$ cat src/rtl/bram_rmw_requester.sv
// Request/response front end for one port of a one-cycle dual-port block RAM.
// Partial-strobe writes are done as read, byte-merge, then full-word write.
module bram_rmw_requester #(
    parameter int DATA_WIDTH = 32,
    parameter int ADDR_WIDTH = 10
) (
    input  logic                    CLK,
    input  logic                    RST_N,
    input  logic                    REQ_VALID,
    output logic                    REQ_READY,
    input  logic [ADDR_WIDTH-1:0]   REQ_ADDR,
    input  logic                    REQ_WRITE,
    input  logic [DATA_WIDTH-1:0]   REQ_WDATA,
    input  logic [DATA_WIDTH/8-1:0] REQ_STRB,
    output logic                    RSP_VALID,
    input  logic                    RSP_READY,
    output logic [DATA_WIDTH-1:0]   RSP_RDATA,
    output logic                    RSP_WRITE,
    output logic [ADDR_WIDTH-1:0]   RAM_ADDR,
    output logic [DATA_WIDTH-1:0]   RAM_DI,
    output logic                    RAM_WE,
    output logic                    RAM_RE,
    output logic                    RAM_EN,
    input  logic [DATA_WIDTH-1:0]   RAM_DO,
    input  logic                    RAM_DO_VALID
);

    localparam int STRB_WIDTH = DATA_WIDTH / 8;

    localparam logic [1:0] IDLE    = 2'd0;
    localparam logic [1:0] RD_WAIT = 2'd1;
    localparam logic [1:0] RMW_RD  = 2'd2;
    localparam logic [1:0] RMW_WR  = 2'd3;

    logic [1:0]            state_q,     state_d;
    logic                  rsp_valid_q, rsp_valid_d;
    logic [DATA_WIDTH-1:0] rsp_rdata_q, rsp_rdata_d;
    logic                  rsp_write_q, rsp_write_d;
    logic [ADDR_WIDTH-1:0] addr_q,      addr_d;
    logic [DATA_WIDTH-1:0] wdata_q,     wdata_d;
    logic [STRB_WIDTH-1:0] strb_q,      strb_d;
    logic [DATA_WIDTH-1:0] merged_q,    merged_d;

    logic                  accept;
    logic                  strb_full;
    logic                  strb_none;
    logic [DATA_WIDTH-1:0] merged_w;

    assign REQ_READY = RST_N && (state_q == IDLE) && (!rsp_valid_q || RSP_READY);
    assign accept    = REQ_VALID && REQ_READY;
    assign strb_full = &REQ_STRB;
    assign strb_none = ~|REQ_STRB;

    assign RSP_VALID = rsp_valid_q;
    assign RSP_RDATA = rsp_rdata_q;
    assign RSP_WRITE = rsp_write_q;

    // Strobed bytes come from the latched write data, the rest from the RAM word.
    generate
        for (genvar gi = 0; gi < STRB_WIDTH; gi++) begin : g_merge
            assign merged_w[gi*8 +: 8] = strb_q[gi] ? wdata_q[gi*8 +: 8] : RAM_DO[gi*8 +: 8];
        end
    endgenerate

    always_comb begin
        state_d     = state_q;
        rsp_valid_d = rsp_valid_q;
        rsp_rdata_d = rsp_rdata_q;
        rsp_write_d = rsp_write_q;
        addr_d      = addr_q;
        wdata_d     = wdata_q;
        strb_d      = strb_q;
        merged_d    = merged_q;

        if (rsp_valid_q && RSP_READY) begin
            rsp_valid_d = 1'b0;
        end

        case (state_q)
            IDLE: begin
                if (accept) begin
                    if (!REQ_WRITE) begin
                        state_d = RD_WAIT;
                    end else if (strb_full) begin
                        rsp_valid_d = 1'b1;
                        rsp_rdata_d = REQ_WDATA;
                        rsp_write_d = 1'b1;
                    end else if (strb_none) begin
                        rsp_valid_d = 1'b1;
                        rsp_rdata_d = '0;
                        rsp_write_d = 1'b1;
                    end else begin
                        addr_d  = REQ_ADDR;
                        wdata_d = REQ_WDATA;
                        strb_d  = REQ_STRB;
                        state_d = RMW_RD;
                    end
                end
            end
            RD_WAIT: begin
                if (RAM_DO_VALID) begin
                    rsp_valid_d = 1'b1;
                    rsp_rdata_d = RAM_DO;
                    rsp_write_d = 1'b0;
                    state_d     = IDLE;
                end
            end
            RMW_RD: begin
                if (RAM_DO_VALID) begin
                    merged_d = merged_w;
                    state_d  = RMW_WR;
                end
            end
            RMW_WR: begin
                rsp_valid_d = 1'b1;
                rsp_rdata_d = merged_q;
                rsp_write_d = 1'b1;
                state_d     = IDLE;
            end
            default: state_d = IDLE;
        endcase
    end

    // RAM port is driven only in the accept cycle and in the RMW write-back cycle.
    always_comb begin
        RAM_EN   = 1'b0;
        RAM_WE   = 1'b0;
        RAM_RE   = 1'b0;
        RAM_ADDR = '0;
        RAM_DI   = '0;
        if (accept) begin
            if (!REQ_WRITE || !(strb_full || strb_none)) begin
                RAM_EN   = 1'b1;
                RAM_RE   = 1'b1;
                RAM_ADDR = REQ_ADDR;
            end else if (strb_full) begin
                RAM_EN   = 1'b1;
                RAM_WE   = 1'b1;
                RAM_ADDR = REQ_ADDR;
                RAM_DI   = REQ_WDATA;
            end
        end else if (state_q == RMW_WR && RST_N) begin
            RAM_EN   = 1'b1;
            RAM_WE   = 1'b1;
            RAM_ADDR = addr_q;
            RAM_DI   = merged_q;
        end
    end

    always_ff @(posedge CLK or negedge RST_N) begin
        if (!RST_N) begin
            state_q     <= IDLE;
            rsp_valid_q <= 1'b0;
            rsp_rdata_q <= '0;
            rsp_write_q <= 1'b0;
            addr_q      <= '0;
            wdata_q     <= '0;
            strb_q      <= '0;
            merged_q    <= '0;
        end else begin
            state_q     <= state_d;
            rsp_valid_q <= rsp_valid_d;
            rsp_rdata_q <= rsp_rdata_d;
            rsp_write_q <= rsp_write_d;
            addr_q      <= addr_d;
            wdata_q     <= wdata_d;
            strb_q      <= strb_d;
            merged_q    <= merged_d;
        end
    end

endmodule

$ cat config.mk
export PLATFORM = sky130hd
export DESIGN_NAME = bram_rmw_requester
export DESIGN_NICKNAME = d
export VERILOG_FILES = /design/src/rtl/bram_rmw_requester.sv
export SDC_FILE = /design/constraint.sdc
export NUM_CORES = 1
export LEC_CHECK = 0
export CAP_MARGIN = 20
export CORE_MARGIN = 5
export CORE_UTILIZATION = 30
export DETAILED_ROUTE_END_ITERATION = 10
export HOLD_SLACK_MARGIN = 0.06
export SLEW_MARGIN = 20
export SYNTH_ARGS = -nofsm -noshare
export SYNTH_HDL_FRONTEND = slang
export SYNTH_SLANG_ARGS = --single-unit
$ cat constraint.sdc
create_clock -name CLK -period 1.57 [get_ports CLK]
set_input_delay 0.157 -clock CLK [delete_from_list [all_inputs] [get_ports CLK]]
set_output_delay 0.157 -clock CLK [all_outputs]
set_load 0.01 [all_outputs]
# [Yosys cells after proc, flatten, opt, wreduce, memory -nomap -nowiden]
# Cells that the tools add are included.
[classes] muxes=46 reduce_logical=20 bitwise=1 eq_ne=10
[ops] op="$mux 32" count=9
[ops] op="$pmux 32 s3" count=1
[ops] op="$mux 10" count=4
[ops] op="$mux 8" count=4
[ops] op="$mux 1" count=19
[ops] op="$reduce_and 5->1" count=3
[ops] op="$mux 2" count=6
[ops] op="$ne 2x2->1 const B" count=4
[ops] op="$pmux 2 s4" count=1
[ops] op="$ne 3x3->1 const B" count=2
[ops] op="$pmux 1 s3" count=2
[ops] op="$logic_and 1x1->1" count=5
[ops] op="$eq 2x2->1 const B" count=2
[ops] op="$logic_not 1->1" count=4
[ops] op="$reduce_and 4->1" count=1
[ops] op="$reduce_or 4->1" count=1
[ops] op="$logic_or 1x1->1" count=3
[ops] op="$ne 3x2->1 const B" count=1
[ops] op="$reduce_bool 3->1" count=1
[ops] op="$eq 2x1->1 const B" count=1
[ops] op="$logic_not 2->1" count=1
[ops] op="$reduce_and 2->1" count=1
[ops] op="$not 1->1" count=1
[totals] register_bits=114 word_cells=85

# [Logic depth before layout (Yosys ltp)]
[logic_depth] ltp_word=7 mapped_depth=7 depth_no_buf=4

# [Least setup slack after synthesis]
# Ideal clock, no wire load.
[synth_timing] path_type="reg-to-output" startpoint="register state_q[1]" endpoint="output RAM_DI[10]" path_buffers=2 stages_incl_launch_ff=7 slack_ps=-34 arrival_time_ps=1447 cell_sequence="dfrtp_1 > nor2_2 > and4_1 > and3_2 > clkbuf_2 > buf_2 > a22o_1"
[synth_between] elab_chain_cells=5 word_cells_on_any_way=8 classes_between="eq/ne: 1; mux: 2; reduce/logical: 5"
[synth_rtl] item="from (decl)" line_no="35" rtl="logic [1:0] state_q, state_d;"
[synth_rtl] item="from (signal assigned)" line_no="161" rtl="state_q <= state_d;"
[synth_rtl] item="$logic_not 2->1" line_no="49" rtl="assign REQ_READY = RST_N && (state_q == IDLE) && (!rsp_valid_q || RSP_READY);"
[synth_rtl] item="$logic_and 1x1->1 (2 in series)" line_no="49"
[synth_rtl] item="$logic_and 1x1->1" line_no="50" rtl="assign accept = REQ_VALID && REQ_READY;"
[synth_rtl] item="$mux 32 (*)" line_no="131" rtl="if (accept) begin"
[synth_rtl] item="to (decl)" line_no="20" rtl="output logic [DATA_WIDTH-1:0] RAM_DI,"
# Mark *: on every way between the ends. The rest lies on a longest branch, timed or not.

# [Worst setup path in the final report]
[layout_timing] startpoint="register state_q[1]" endpoint="output RAM_ADDR[5]"
[layout_between] elab_chain_cells=5 word_cells_on_any_way=8 classes_between="eq/ne: 1; mux: 2; reduce/logical: 5"
[layout_rtl] item="$logic_not 2->1" line_no="49"
[layout_rtl] item="$logic_and 1x1->1 (2 in series)" line_no="49"
[layout_rtl] item="$logic_and 1x1->1" line_no="50"
[layout_rtl] item="$mux 10 (*)" line_no="131"
[layout_rtl] item="to (decl)" line_no="19" rtl="output logic [ADDR_WIDTH-1:0] RAM_ADDR,"
# Marked as above.

==> results by group <==
Layout
  • Filler Cells Inserted: 1748
  • Area Growth Syn to Fin: 61.4%
  • Core Util, Final: 0.494
  • Design Area, Final: about 9600 um^2
  • Nets@finish: between 700 and 800
  • Share of cells above drive strength 1: 0.485
  • Diodes inserted: 0

Drt
  • Routed len/inst: 22.3 um
  • Detailed-route via count: just under 5000
  • DR iter-0 viols: 165
  • Drc violations: 0
  • DRT antenna net count: 0
  • TritonRoute pass-1 iters: 4
  • Final Routed Wirelength: 21.9 mm
  • Vias/cell: between 5 and 6

GRT
  • Most crowded layer after global routing: met2
  • Largest net degree at the start of global routing: around 60
  • M3 GR Usage: 0.0542
  • Initial antenna violation count: 2
  • Vias in the first global route: 5412
  • Met2 GRT Util: 0.300
  • Met1 usage: 0.231
  • GRT Total Usage: 0.183
  • Overflow after GRT: 0
  • Global-route wire length before repair: 31.5 mm

Pwr
  • Pwr Density: roughly 1700 nW/um^2
  • Leak: approximately 4.5 nW
  • Peak supply drop: ~0.8 mV
  • Tot Pwr: 16.4 mW

STA
  • Final Hold Vio Count: 0
  • Max Slew Vio Count: 0
  • Hold slack: slightly above 90 ps
  • RSZ-0062 raised after global routing: true
  • Max Clk Rate: approximately 0.46 GHz
  • Rel. slew slack: 0.473
  • Fin crit share: 1.40
  • Fin crit period: 2190 ps
  • Setup_tns: -61050 ps
  • Final setup fails: about 160
  • Final setup margin: -623 ps
  • Worst-Margin Slew: ~790 ps
  • Worst Clk Skew: just over 9 ps

Synth
  • Mapped Nets: 551
  • Number of synthesized flops with an enable pin: 0
  • Mapped Area: between 5000 and 6000 um^2
  • Post-synth top area share: 0.478
  • Sequential share of the synthesized area: 0.478
  • Area leader, netlist: dfrtp_1
  • FF+latch count, synth: approximately 110
  • Post-Syn Area per Cell: between 10 and 15 um^2
  • Top FF cell, synth: dfrtp_1
  • Most numerous cell in the Yosys netlist: dfrtp_1
  • Library cells used by synthesis: 35
  • Top post-synthesis cells by area: dfrtp_1 48%, mux2_2 15%, mux2_4 7.3%, a22o_1 6.2%, mux2i_1 5.4%
  • Post-synth ARST share: 1.00
  • Warnings from Yosys: 0
  • Post-Syn Instances: 467
  • Commonest cells post-synth: 114 x dfrtp_1, 81 x mux2_2, 42 x a22o_1

Clocking
  • CTS Buffer Depth: 2
  • Root Driver: clkbuf_16
  • Reg clk slew, reported paths: ~50 ps
  • Clock Latency Late Sink: 410 ps
  • Clock sink count: between 100 and 150
  • Htree depth: 4
  • TritonCTS clock tree: done
  • Number of CTS-inserted buffers: 17

Critical path
  • CP Launch Type: register
  • Crit end category: output port
  • Crit Path Max Fanout: 5
  • Crit path DAT: 2040 ps
  • CP delay by family, top: buffers and inverters
  • Crit Path Category: register to output port
  • Worst path cell trace: nor2_4 -> buf_6 -> nand4_1 -> a21oi_4 -> buf_6 -> buf_6 -> a22o_1 -> buf_2
  • Req. time, crit path: 1410 ps
  • Max stage delay on crit path: between 400 and 500 ps
  • Crit-path slowest cell: dfrtp_2
  • Most used cell, CP: buf_6
  • WP buf/inv: 4

Die
  • Die X: around 150 um
  • Rows: 51
  • # IOs: 164
  • Starting Density: 0.306
  • Core Area: between 15000 and 20000 um^2
  • Die height: 151 um
  • Die Area: approximately 23000 um^2

Place
  • Total placed instance area: around 8100 um^2
  • DP HPWL: 12.5 mm
  • GP Congestion: between 0.7 and 0.8
  • Port Buf Inserts: about 160

Worst hold path
  • Worst min-delay path class: input port to asynchronous set/reset pin

Job
  • Max cap viols: 0

Outcome
  • Status: finished, violations left
  • Violated checks: setup timing
## metal layers
| metal | wire, um | vias up | share of wire |
|---|---|---|---|
| li1 | - | 2221 | - |
| met2 | 10600 | 145 | 0.48 |
| met5 | 27 | - | 0.0012 |
| met3 | 1420 | 33 | 0.065 |
| met1 | 9460 | 2513 | 0.43 |
| met4 | 424 | 4 | 0.019 |
## per-stage QoR
step	std cells	worst slack, ps
2_1_floorplan	467	-17.0
3_3_place_gp	902	-801
3_5_place_dp	902	-808
4_1_cts	968	-630
5_1_grt	982	-695
6_report	982	-623
## worst paths after layout
kind | start | depth (start not counted) | slack, ps | to
min | RST_N | 3 | 90 | RSP_RDATA[15]
max reg2reg | state_q[1] | 10 | -580 | RSP_RDATA[12]
min in group CLK | REQ_ADDR[4] | 2 | 400 | addr_q[4]
max in group asynchronous | RST_N | 4 | 490 | addr_q[1]
min reg2reg | wdata_q[24] | 1 | 500 | wdata_q[24]
max | state_q[1] | 8 | -620 | RAM_ADDR[5]
## timing repair
action                                  4_1_cts  5_1_grt
gates cloned                                 11        8
hold buffers                                  1        0
hold endpoints to repair                     56        0
endpoints found under the setup margin      158      216
buffers inserted                             24       14
gates resized for setup                     276       54
pin swaps                                    11       15
## cells by family after synthesis
logic type / after synthesis / synth area share
buffers and inverters: 42 / 0.0442
AOI/OAI and AO/OA: 115 / 0.152
and+or+nand+nor: 54 / 0.0465
DFF: 114 / 0.478
muxes: 142 / 0.279
## registers in the layout, indices dropped and copies added (netlist names)
register / cells
RSP_RDATA: 32
RSP_VALID: 1
RSP_WRITE: 1
addr_q: 10
merged_q: 32
state_q: 2
strb_q: 4
wdata_q: 32
## report_power, final
part	internal (mW)	switching [mW]	total (mW)
registers	4.36	1.17	5.53
clock network	2.49	1.36	3.85
logic	4.43	2.60	7.03
## placed cells by master, fill, tap and decap left out, drive strengths merged, types with 3 or more instances in the layout
cell type,netlist,final
clkdlybuf4s50,0,115
a22o,73,73
mux2,110,110
and3,3,3
clkinv,0,6
mux2i,32,32
nand2b,3,3
nand2,35,35
buf,24,135
or2,3,3
a21oi,3,3
dfrtp,114,114
o21ai,37,37
clkbuf,16,28
## worst register-to-register path, delay by kind of cell, from the launching register on
family	cells	cell delay (ps)
compound gates	1	170
simple gates	2	320
buf+inv	6	830
flops	1	420
mux	1	310
## layout make-up
class | count | area (um^2) | share of cell area
Clock inverter | 9 | 105 | 0.0109
Tap cell | 265 | 332 | 0.0344
Inverter | 2 | 7.51 | 0.000779
Clock buffer | 22 | 484 | 0.0502
Timing Repair Buffer | 258 | 2740 | 0.285
Sequential cell | 114 | 2860 | 0.296
Multi-Input combinational cell | 312 | 3110 | 0.323
No activity file was read; power rests on OpenSTA's default activity.
